### config.mk
export PLATFORM = sky130hd
export DESIGN_NAME = pcie_egress_seg
export DESIGN_NICKNAME = d
export VERILOG_FILES = /design/src/rtl/pcie_egress_seg_pkg.sv /design/src/rtl/pcie_egress_seg_len_calc.sv /design/src/rtl/pcie_egress_seg.sv
export SDC_FILE = /design/constraint.sdc
export NUM_CORES = 1
export LEC_CHECK = 0
export ABC_AREA = 1
export CELL_PAD_IN_SITES_DETAIL_PLACEMENT = 2
export CELL_PAD_IN_SITES_GLOBAL_PLACEMENT = 2
export CORE_ASPECT_RATIO = 1.25
export CORE_MARGIN = 5
export CORE_UTILIZATION = 29
export CTS_CLUSTER_DIAMETER = 80
export DETAILED_ROUTE_END_ITERATION = 10
export PLACE_DENSITY = 0.88
export SLEW_MARGIN = 30
export SYNTH_ARGS = -nofsm -noshare
export SYNTH_HDL_FRONTEND = slang
export SYNTH_HIERARCHICAL = 1
export SYNTH_SLANG_ARGS = --single-unit
### constraint.sdc
create_clock -name clk -period 3.63 [get_ports clk]
set_input_delay 0.5445 -clock clk [delete_from_list [all_inputs] [get_ports clk]]
set_output_delay 0.5445 -clock clk [all_outputs]
set_load 0.01 [all_outputs]
### src/rtl/pcie_egress_seg_pkg.sv
// Shared PCIe egress definitions: dw0 field layout, fmt bit positions, 4 KB page size
// and the state encoding of the segmenting egress engine.
package pcie_egress_seg_pkg;

  typedef enum logic [2:0] {
    IDLE,
    WAIT_FIFO,
    CALC,
    HDR,
    DATA,
    FINISHED
  } state_t;

  localparam int DW0_CMD_MSB   = 31;
  localparam int DW0_CMD_LSB   = 24;
  localparam int DW0_FLAGS_MSB = 23;
  localparam int DW0_FLAGS_LSB = 10;
  localparam int DW0_LEN_MSB   = 9;
  localparam int DW0_LEN_LSB   = 0;

  // fmt[0] selects the 4-DW header, fmt[1] marks a TLP that carries data.
  localparam int FMT_4DW_BIT  = 29;
  localparam int FMT_DATA_BIT = 30;

  localparam int BOUNDARY_4K = 4096;

  localparam logic [7:0] BE_SINGLE = 8'h0F;
  localparam logic [7:0] BE_FULL   = 8'hFF;

  function automatic logic cmd_has_data(input logic [7:0] cmd);
    return cmd[FMT_DATA_BIT-DW0_CMD_LSB];
  endfunction

  function automatic logic [31:0] build_dw0(input logic [7:0]  cmd,
                                            input logic        four_dw,
                                            input logic [13:0] flags,
                                            input logic [9:0]  len);
    logic [31:0] dw;
    dw = '0;
    dw[DW0_CMD_MSB:DW0_CMD_LSB]     = cmd;
    dw[FMT_4DW_BIT]                 = four_dw;
    dw[DW0_FLAGS_MSB:DW0_FLAGS_LSB] = flags;
    dw[DW0_LEN_MSB:DW0_LEN_LSB]     = len;
    return dw;
  endfunction

endpackage

### src/rtl/pcie_egress_seg_len_calc.sv
// Segment length for the next write TLP: the smallest of the dwords still to send,
// the max payload size and the dwords left before the next 4 KB page.
module pcie_seg_len_calc
  import pcie_egress_seg_pkg::*;
#(
  parameter int MAX_PAYLOAD_DW = 32,
  parameter int SIZE_WIDTH     = 24
) (
  input  logic [SIZE_WIDTH-1:0] remaining,
  input  logic [9:0]            addr_dw,
  output logic [10:0]           seg
);

  localparam int          CW      = (SIZE_WIDTH > 11) ? SIZE_WIDTH : 11;
  localparam logic [10:0] MPS_DW  = 11'(MAX_PAYLOAD_DW);
  localparam logic [10:0] PAGE_DW = 11'(BOUNDARY_4K / 4);

  logic [10:0] to_page;
  logic [10:0] cap;

  always_comb begin
    to_page = PAGE_DW - {1'b0, addr_dw};
    cap     = (MPS_DW < to_page) ? MPS_DW : to_page;
    seg     = (CW'(remaining) < CW'(cap)) ? 11'(CW'(remaining)) : cap;
  end

endmodule

### src/rtl/pcie_egress_seg.sv
// Host-bound PCIe egress engine: turns one MWr/MRd request into one or more TLPs on a
// 32-bit AXI-Stream port, splitting write payloads at max payload size and 4 KB pages.
module pcie_egress_seg
  import pcie_egress_seg_pkg::*;
#(
  parameter int MAX_PAYLOAD_DW = 32,
  parameter int SIZE_WIDTH     = 24
) (
  input  logic                  clk,
  input  logic                  rst,
  input  logic                  i_enable,
  output logic                  o_finished,
  input  logic [7:0]            i_command,
  input  logic [13:0]           i_flags,
  input  logic [63:0]           i_address,
  input  logic [15:0]           i_requester_id,
  input  logic [7:0]            i_tag,
  input  logic [9:0]            i_req_dword_cnt,
  input  logic                  i_axi_egress_ready,
  output logic [31:0]           o_axi_egress_data,
  output logic [3:0]            o_axi_egress_keep,
  output logic                  o_axi_egress_last,
  output logic                  o_axi_egress_valid,
  input  logic                  i_fifo_rdy,
  output logic                  o_fifo_act,
  input  logic [SIZE_WIDTH-1:0] i_fifo_size,
  input  logic [31:0]           i_fifo_data,
  output logic                  o_fifo_stb,
  output logic [15:0]           o_tlp_count
);

  state_t state, state_nxt;

  logic [7:0]            cmd_q;
  logic [13:0]           flags_q;
  logic [15:0]           rid_q;
  logic [9:0]            rd_cnt_q;
  logic [63:0]           addr_q;
  logic [SIZE_WIDTH-1:0] remain_q;
  logic [7:0]            tag_q;
  logic [10:0]           seg_q;
  logic [1:0]            hdr_idx_q;
  logic [10:0]           data_cnt_q;
  logic                  fifo_act_q;
  logic [15:0]           tlp_count_q;

  logic [10:0] seg_calc;
  logic        is_write;
  logic        four_dw;
  logic        hdr_final;
  logic        data_final;
  logic [31:0] hdr_word;

  pcie_seg_len_calc #(
    .MAX_PAYLOAD_DW (MAX_PAYLOAD_DW),
    .SIZE_WIDTH     (SIZE_WIDTH)
  ) u_len_calc (
    .remaining (remain_q),
    .addr_dw   (addr_q[11:2]),
    .seg       (seg_calc)
  );

  assign is_write   = cmd_has_data(cmd_q);
  assign four_dw    = |addr_q[63:32];
  assign hdr_final  = (hdr_idx_q == (four_dw ? 2'd3 : 2'd2));
  assign data_final = (data_cnt_q == seg_q - 11'd1);

  always_comb begin
    hdr_word = '0;
    unique case (hdr_idx_q)
      2'd0:    hdr_word = build_dw0(cmd_q, four_dw, flags_q, seg_q[9:0]);
      2'd1:    hdr_word = {rid_q, tag_q, (seg_q == 11'd1) ? BE_SINGLE : BE_FULL};
      2'd2:    hdr_word = four_dw ? addr_q[63:32] : addr_q[31:0];
      default: hdr_word = addr_q[31:0];
    endcase
  end

  // NOTE: sequential state uses non-blocking assignments so every register samples
  // pre-edge values regardless of block ordering.
  always_ff @(posedge clk) begin
    if (rst) state <= IDLE;
    else     state <= state_nxt;
  end

  // NOTE: every output of this block gets a default first; a path that leaves one
  // unassigned would infer a latch.
  always_comb begin
    state_nxt          = state;
    o_axi_egress_valid = 1'b0;
    o_axi_egress_data  = '0;
    o_axi_egress_last  = 1'b0;
    o_fifo_stb         = 1'b0;
    unique case (state)
      IDLE: begin
        if (i_enable) state_nxt = cmd_has_data(i_command) ? WAIT_FIFO : CALC;
      end
      WAIT_FIFO: begin
        if (i_fifo_rdy) state_nxt = (i_fifo_size == '0) ? FINISHED : CALC;
      end
      CALC: state_nxt = HDR;
      HDR: begin
        o_axi_egress_valid = 1'b1;
        o_axi_egress_data  = hdr_word;
        o_axi_egress_last  = hdr_final && !is_write;
        if (i_axi_egress_ready && hdr_final) state_nxt = is_write ? DATA : FINISHED;
      end
      DATA: begin
        o_axi_egress_valid = 1'b1;
        o_axi_egress_data  = i_fifo_data;
        o_axi_egress_last  = data_final;
        o_fifo_stb         = i_axi_egress_ready;
        if (i_axi_egress_ready && data_final)
          state_nxt = (remain_q == SIZE_WIDTH'(seg_q)) ? FINISHED : CALC;
      end
      FINISHED: begin
        if (!i_enable) state_nxt = IDLE;
      end
      default: state_nxt = IDLE;
    endcase
  end

  always_ff @(posedge clk) begin
    if (rst) begin
      cmd_q       <= '0;
      flags_q     <= '0;
      rid_q       <= '0;
      rd_cnt_q    <= '0;
      addr_q      <= '0;
      remain_q    <= '0;
      tag_q       <= '0;
      seg_q       <= '0;
      hdr_idx_q   <= '0;
      data_cnt_q  <= '0;
      fifo_act_q  <= 1'b0;
      tlp_count_q <= '0;
    end else begin
      unique case (state)
        IDLE: begin
          if (i_enable) begin
            cmd_q       <= i_command;
            flags_q     <= i_flags;
            rid_q       <= i_requester_id;
            rd_cnt_q    <= i_req_dword_cnt;
            addr_q      <= i_address;
            tag_q       <= i_tag;
            remain_q    <= '0;
            tlp_count_q <= '0;
          end
        end
        WAIT_FIFO: begin
          if (i_fifo_rdy) remain_q <= i_fifo_size;
        end
        CALC: begin
          // A read length of 0 stands for the full 1024 dwords.
          if (is_write)              seg_q <= seg_calc;
          else if (rd_cnt_q == '0)   seg_q <= 11'd1024;
          else                       seg_q <= {1'b0, rd_cnt_q};
          hdr_idx_q  <= '0;
          data_cnt_q <= '0;
        end
        HDR: begin
          if (i_axi_egress_ready) hdr_idx_q <= hdr_idx_q + 2'd1;
        end
        DATA: begin
          if (i_axi_egress_ready) begin
            data_cnt_q <= data_cnt_q + 11'd1;
            if (data_final) begin
              addr_q      <= addr_q + {51'd0, seg_q, 2'b00};
              remain_q    <= remain_q - SIZE_WIDTH'(seg_q);
              tag_q       <= tag_q + 8'd1;
              tlp_count_q <= tlp_count_q + 16'd1;
            end
          end
        end
        default: ;
      endcase

      if (state_nxt == FINISHED || state_nxt == IDLE) fifo_act_q <= 1'b0;
      else if (state == WAIT_FIFO && i_fifo_rdy)      fifo_act_q <= 1'b1;
    end
  end

  assign o_finished        = (state == FINISHED);
  assign o_fifo_act        = fifo_act_q;
  assign o_tlp_count       = tlp_count_q;
  assign o_axi_egress_keep = 4'hF;

endmodule

==> results of run 1 <==
## timing repair
action | 4_1_cts | 5_1_grt
pin swaps | 2 | 0
cloned | 0 | 0
gates resized for setup | 17 | 34
endpoints found under the setup margin | 31 | 26
hold buffers | 0 | 0
## layer usage
metal	vias to the layer above	track usage, %	share of wire (%)
li1	8112	-	-
met1	8761	30.23	39
met2	454	50.71	52
met3	181	3.448	3.3
met4	0	13.32	5.5
met5	-	0	0
## Yosys cell counts (all sizes together)
master | instances | area share (%)
a211oi | 9 | 0.55
a21boi | 3 | 0.19
a21o | 3 | 0.16
a21oi | 245 | 8.7
a221oi | 7 | 0.43
a31o | 1 | 0.062
a31oi | 24 | 1.1
a32oi | 1 | 0.062
and3 | 2 | 0.088
and3b | 1 | 0.062
buf | 37 | 1.7
clkbuf | 83 | 2.2
clkinv | 2 | 0.053
conb | 2 | 0.053
dfxtp | 187 | 26
fa | 2 | 0.28
ha | 42 | 3.7
inv | 206 | 5.5
nand2 | 606 | 16
nand3 | 156 | 5.6
nand3b | 7 | 0.37
nand4 | 43 | 1.9
nor2 | 243 | 7.0
nor3 | 40 | 1.5
nor3b | 4 | 0.21
nor4 | 22 | 0.97
o211ai | 58 | 3.4
o21a | 2 | 0.11
o21ai | 187 | 6.6
o21bai | 2 | 0.11
o221ai | 1 | 0.11
o22ai | 5 | 0.22
o311ai | 1 | 0.062
o31ai | 1 | 0.053
or2 | 18 | 0.80
or3 | 1 | 0.044
xnor2 | 16 | 0.99
xor2 | 37 | 2.3
## how the worst max path moves through the flow
stage	startpoint	to
2_1_floorplan	addr_q[2]	seg_q[6]
6_report	addr_q[36]	o_axi_egress_data[5]
5_1_grt	addr_q[33]	o_axi_egress_data[19]
3_5_place_dp	addr_q[36]	o_axi_egress_data[29]
3_3_place_gp	addr_q[36]	o_axi_egress_data[29]
4_1_cts	addr_q[36]	o_axi_egress_data[25]
## layout make-up
cell class / instances / area [um^2] / area share (%)
antenna: 3 / 7.507 / 0.04158
clock buffer: 18 / 439.2 / 2.433
clock inverter: 14 / 175.2 / 0.9703
inverter: 208 / 784.5 / 4.345
multi-input combinational: 1799 / 9138 / 50.61
sequential: 187 / 3745 / 20.74
tap: 644 / 805.8 / 4.463
timing repair buffer: 302 / 2959 / 16.39
## sequential cells by signal (all words and copies together) (netlist names), 3 cells and up
name         count
o_tlp_count     16
addr_q          64
seg_q           11
flags_q         14
tag_q            8
state            3
rd_cnt_q        10
data_cnt_q      11
rid_q           16
cmd_q            7
remain_q        24
## stage by stage
step                      setup WS [ns]  hold WS (ns)  setup TNS [ns]  util (%)  instances
after floorplan                  0.9693        0.4438               0         -       2314
after global placement           0.3578        0.4544               0     35.92       3140
after detailed placement         0.2572        0.4651               0     35.92       3140
after CTS                      0.002019        0.4766               0     37.24       3172
after global routing           -0.01657        0.5012        -0.04164     37.37       3175
final                           0.09311        0.4725               0     37.37       3175
## worst reg2reg max path: cells and delay by family, from the launching register on
kind,cells,cell delay (ns)
flip-flops,1,0.61
adder cells (fa/ha/maj),1,0.40
AND/OR/NAND/NOR,6,1.04
buffers and inverters,2,0.34
AO/OA/AOI/OAI,4,0.86
## power breakdown
| group | internal, uW | switching, uW | leakage, uW |
|---|---|---|---|
| logic | 1230 | 2360 | 0.00534 |
| clock network | 1060 | 1030 | 0.000296 |
| registers | 2330 | 409 | 0.00153 |
## kinds of logic (layout without fill, tap and decap cells)
kind of cell               count (synthesis)  after routing  share of synthesized area, %
AOI/OAI and AO/OA                        550            550                         21.85
adders and majority gates                 44             44                         3.998
buffers and inverters                    328            542                         9.412
other                                      2             12                       0.05309
xor gates and xnor gates                  53             53                         3.282
and+or+nand+nor                         1143           1143                         34.94
DFF                                      187            187                         26.47
==> flow_metrics.env, run 1 <==
export IMPL_post_route_drc_count=0
export IMPL_wl_um=74860
export IMPL_final_hold_viols=0
export IMPL_finalCritPeriodShare_pct=97.44
export IMPL_core_region_area_mm2=0.04831
export IMPL_worstSkewPairLatency_ns=0.49
export IMPL_cts_made_buffers=17
export IMPL_critPathBufInv=3
export IMPL_reg2reg_depth=13
export IMPL_worst_r2r_startpoint="seg_q[3]"
export IMPL_r2r_end="remain_q[22]"
export IMPL_pin_count_of_the_biggest_net_entering_global_routing=79
export IMPL_headroom_to_the_max_slew_limit_pct=26.32
export IMPL_critPathArrivalTime_ns=2.99
export IMPL_postCtsSetupBuffers=0
export IMPL_tightest_slew_ns=1.094
export IMPL_layout_cells_most_common="nand2_1"
export IMPL_layout_cells_most_common_list="nand2_1 (589), a21oi_1 (245), nor2_1 (223)"
export IMPL_layout_min_cycle_time_ns=3.537
export IMPL_finalNetCount=2740
export IMPL_slew_violations=0
export IMPL_critical_path_top_delay_family="buffers and inverters"
export IMPL_dr_first_iter_drc_count=913
export IMPL_vias_per_cell=5.514
export IMPL_regToRegSetupSlack_ns=0.33
export IMPL_die_x_um=207.5
export IMPL_worst_ep_required_time_ns=3.09
export IMPL_power_leakage_uw=0.007168
export IMPL_crit_path_cell_trace="inv_1 -> nand4_1 -> nor2_2 -> nand2_2 -> nor2_4 -> buf_4 -> o21ai_0 -> nand3_1 -> o21ai_0 -> o21ai_1 -> clkdlybuf4s50_1"
export IMPL_fp_dieArea_mm2=0.05332
export IMPL_synth_warnings=6
export IMPL_via_count=17508
export IMPL_clk_buf_depth=2
export IMPL_netlist_area_mm2=0.01414
export IMPL_hp_class="flop to flop"
export IMPL_rsz0062_at_grt="true"
export IMPL_clkSlewWorstSetupHoldPaths_ns=0.08
export IMPL_drive_gt1_share_pct=7.714
export IMPL_pwr_density_cell_mw_per_mm2=466.6
export IMPL_crit_path_frequent_cell="o21ai_0"
export IMPL_status="completed"
export IMPL_synth_cell_types=54
export IMPL_syn_avg_cell_area_um2=6.131
export IMPL_post_route_antenna_net_violation_count=0
export IMPL_worstHoldPathCells=2
export IMPL_holdPathEnd="cmd_q[7]"
export IMPL_final_setup_fails=0
export IMPL_cts_root_buffer_cell="clkbuf_16"
export IMPL_die_y_um=256.9
export IMPL_fillCellCount=5849
export IMPL_slowest_delay_ns=0.59
export IMPL_clock_skew_final_ns=0.01305
export IMPL_postSynthCellCount=2307
export IMPL_rows=90
export IMPL_slowest_stage="clkdlybuf4s50_1"
export IMPL_synth_seq_area_share_pct=26.47
export IMPL_post_route_cell_area_mm2=0.01805
export IMPL_overflow=0
export IMPL_max_freq_mhz=282.7
export IMPL_peakVddDrop_mv=0.3586
export IMPL_initial_antenna_violation_count=3
export IMPL_hold_path_startpoint="cmd_q[7]"
export IMPL_report_power_total_uw=8423
export IMPL_grt_overall_usage_pct=27.15
export IMPL_end_kind="output pin"
export IMPL_via_count_of_the_first_global_routing_pass=19401
export IMPL_setup_crit_path_kind="flop to output pin"
export IMPL_grt_pass1_wl_um=114200
export IMPL_place_congestion=0.9992
export IMPL_cap_violations=0
export IMPL_num_io_pins=238
export IMPL_dpl_instance_area_mm2=0.01735
export IMPL_ys_seq_elements=187
export IMPL_routedWlPerCell_um=23.58
export IMPL_numClockSinks=187
export IMPL_dr_pass1_iters=5
export IMPL_place_port_buffers=232
export IMPL_cp_num_cells=11
export IMPL_layout_overhead_on_the_synthesized_area_pct=27.63
export IMPL_cp_max_fo=10
export IMPL_dp_hpwl_um=59020
export IMPL_initial_utilization_pct=29.28
export IMPL_cts_tree="built"
export IMPL_htree_levels=4
export IMPL_critical_path_startpoint_category="flop"
(Power assumes the default switching activity.)
==> run 2, diff against run 1 <==
Settings changed: CORE_MARGIN 5 to 2.
==> run 2 against run 1 <==
Net effect:
- the flow now finishes with violations (setup timing)
- sequential share of layout area is 0.17 points lower
- critical path depth is 1 higher
- register-to-register slack hardly changed
- via count is 0.79% higher
- wire length is 3.2% higher
- critical endpoint is now o_axi_egress_data[17]
==> flow_metrics.env, run 2 (synthesized netlist as in run 1, its figures left out) <==
export IMPL_peakVddDrop_mv=0.2568
export IMPL_report_power_total_uw=8609
export IMPL_finalNetCount=2756
export IMPL_layout_min_cycle_time_ns=3.700
export IMPL_cp_max_fo=9
export IMPL_dp_hpwl_um=59580
export IMPL_grt_busiest_layer="met2"
export IMPL_num_io_pins=238
export IMPL_fp_dieArea_mm2=0.05057
export IMPL_finalCritPeriodShare_pct=101.9
export IMPL_power_leakage_uw=0.007143
export IMPL_cap_violations=0
export IMPL_setup_crit_path_kind="flop to output pin"
export IMPL_slew_violations=0
export IMPL_grt_overall_usage_pct=30.06
export IMPL_worstSetupStartpoint="addr_q[62]"
export IMPL_cts_made_buffers=17
export IMPL_largest_register_ff_count=64
export IMPL_initial_utilization_pct=29.35
export IMPL_grt_pass1_wl_um=116700
export IMPL_grt_use_met1_pct=32.70
export IMPL_numClockSinks=187
export IMPL_clock_skew_final_ns=0.01826
export IMPL_drive_gt1_share_pct=8.533
export IMPL_violations="setup timing"
export IMPL_layout_top_registers="addr_q: 64 flops, remain_q: 24 flops"
export IMPL_use_met3_pct=3.630
export IMPL_cts_tree="built"
export IMPL_headroom_to_the_max_slew_limit_pct=35.50
export IMPL_worst_r2r_startpoint="addr_q[2]"
export IMPL_layout_cells_most_common="nand2_1"
export IMPL_max_freq_mhz=270.3
export IMPL_fillCellCount=5937
export IMPL_via_count_of_the_first_global_routing_pass=19780
export IMPL_tightest_slew_ns=0.9602
export IMPL_critPathArrivalTime_ns=3.16
export IMPL_cts_root_buffer_cell="clkbuf_16"
export IMPL_vias_per_cell=5.532
export IMPL_post_route_cell_area_mm2=0.01821
export IMPL_dr_pass1_iters=5
export IMPL_hp_class="primary input to flop"
export IMPL_final_setup_tns_ns=-0.06952
export IMPL_via_count=17647
export IMPL_rows=90
export IMPL_dr_first_iter_drc_count=992
export IMPL_place_congestion=0.9707
export IMPL_worstSkewPairLatency_ns=0.48
export IMPL_pwr_density_cell_mw_per_mm2=472.8
export IMPL_initial_antenna_violation_count=4
export IMPL_post_place_ws_ns=0.2939
export IMPL_die_x_um=201.5
export IMPL_final_util_pct=37.78
export IMPL_hold_path_startpoint="rst"
export IMPL_critical_path_startpoint_category="flop"
export IMPL_dpl_instance_area_mm2=0.01740
export IMPL_gr_usage_met2_pct=56.17
export IMPL_wl_um=77290
export IMPL_die_y_um=250.9
export IMPL_layout_cells_most_common_list="nand2_1 (589), a21oi_1 (245), nor2_1 (221)"
export IMPL_clkSlewWorstSetupHoldPaths_ns=0.08
export IMPL_final_setup_fails=1
export IMPL_overflow=0
export IMPL_core_region_area_mm2=0.04820
export IMPL_clk_buf_depth=2
export IMPL_routedWlPerCell_um=24.23
export IMPL_holdBufCountCts=0
export IMPL_layout_overhead_on_the_synthesized_area_pct=28.72
export IMPL_post_route_antenna_net_violation_count=0
export IMPL_setup_ws_ns=-0.06952
export IMPL_pin_count_of_the_biggest_net_entering_global_routing=79
export IMPL_htree_levels=4
export IMPL_post_route_drc_count=0
export IMPL_place_port_buffers=232
export IMPL_status="complete, but fails checks"
export IMPL_end_kind="output pin"
export IMPL_worst_ep_required_time_ns=3.09
export IMPL_largest_register="addr_q"
export IMPL_final_hold_viols=0
[run 2: changes by cell type in the layout (fill, tap and decap cells not counted), sizes merged, moves of 3 or more]
cell / before / now
clkdlybuf4s50: 214 / 217
dlymetal6s2s: 16 / 8
buf: 71 / 86
clkbuf: 18 / 21
inv: 214 / 209
dlygate4sd2: 1 / 6
[run 2: cell type report]
class	count	area (um^2)	area share (%)
antenna	3	7.507	0.04123
clock buffer	20	446.7	2.453
clock inverter	11	182.7	1.003
inverter	208	785.8	4.316
multi-input combinational	1799	9153	50.27
sequential	187	3746	20.57
tap	644	805.8	4.426
timing repair buffer	318	3080	16.92
[run 2: stage by stage]
stage,instances,hold WS (ns)
after global routing,3190,0.3948
final,3190,0.3862
after global placement,3147,0.4543
after detailed placement,3147,0.4643
after floorplan,2314,0.4438
after CTS,3182,0.3792
[run 2: report_power, final]
group          internal [uW]  switching, uW
clock network           1190            997
logic                   1270           2420
registers               2330            412
total                   4780           3820
[run 2: metal layers]
metal  vias to the layer above  wire length (um)
li1                       8134                 -
met1                      8839             29820
met2                       500             40270
met3                       174              2853
met4                         0              4343
met5                         -                 0
[run 2: worst max-delay path, cell delays in order, from the launching register on]
cell	delay, ns
dfxtp_1	0.37
inv_1	0.15
nand4_1	0.11
nor2_1	0.15
nand2_2	0.11
nor2_4	0.15
buf_12	0.14
buf_12	0.14
a21oi_1	0.10
o211ai_1	0.24
o21ai_0	0.20
o21ai_0	0.23
clkdlybuf4s50_1	0.57
[run 2: final timing paths]
| path | end | slack (ns) | cells past startpoint |
|---|---|---|---|
| setup / recovery | o_axi_egress_data[17] | -0.07 | 12 |
| hold / removal | o_tlp_count[8] | 0.39 | 2 |
| setup reg to reg | seg_q[0] | 0.33 | 23 |
| hold reg to reg | rid_q[6] | 0.47 | 2 |
[run 2: repair_timing]
item                                    in CTS  in global routing
gates cloned                                 0                  1
gates resized for setup                     23                 28
pin swaps                                    2                  4
endpoints found under the setup margin      29                 28
buffers inserted                             4                  4
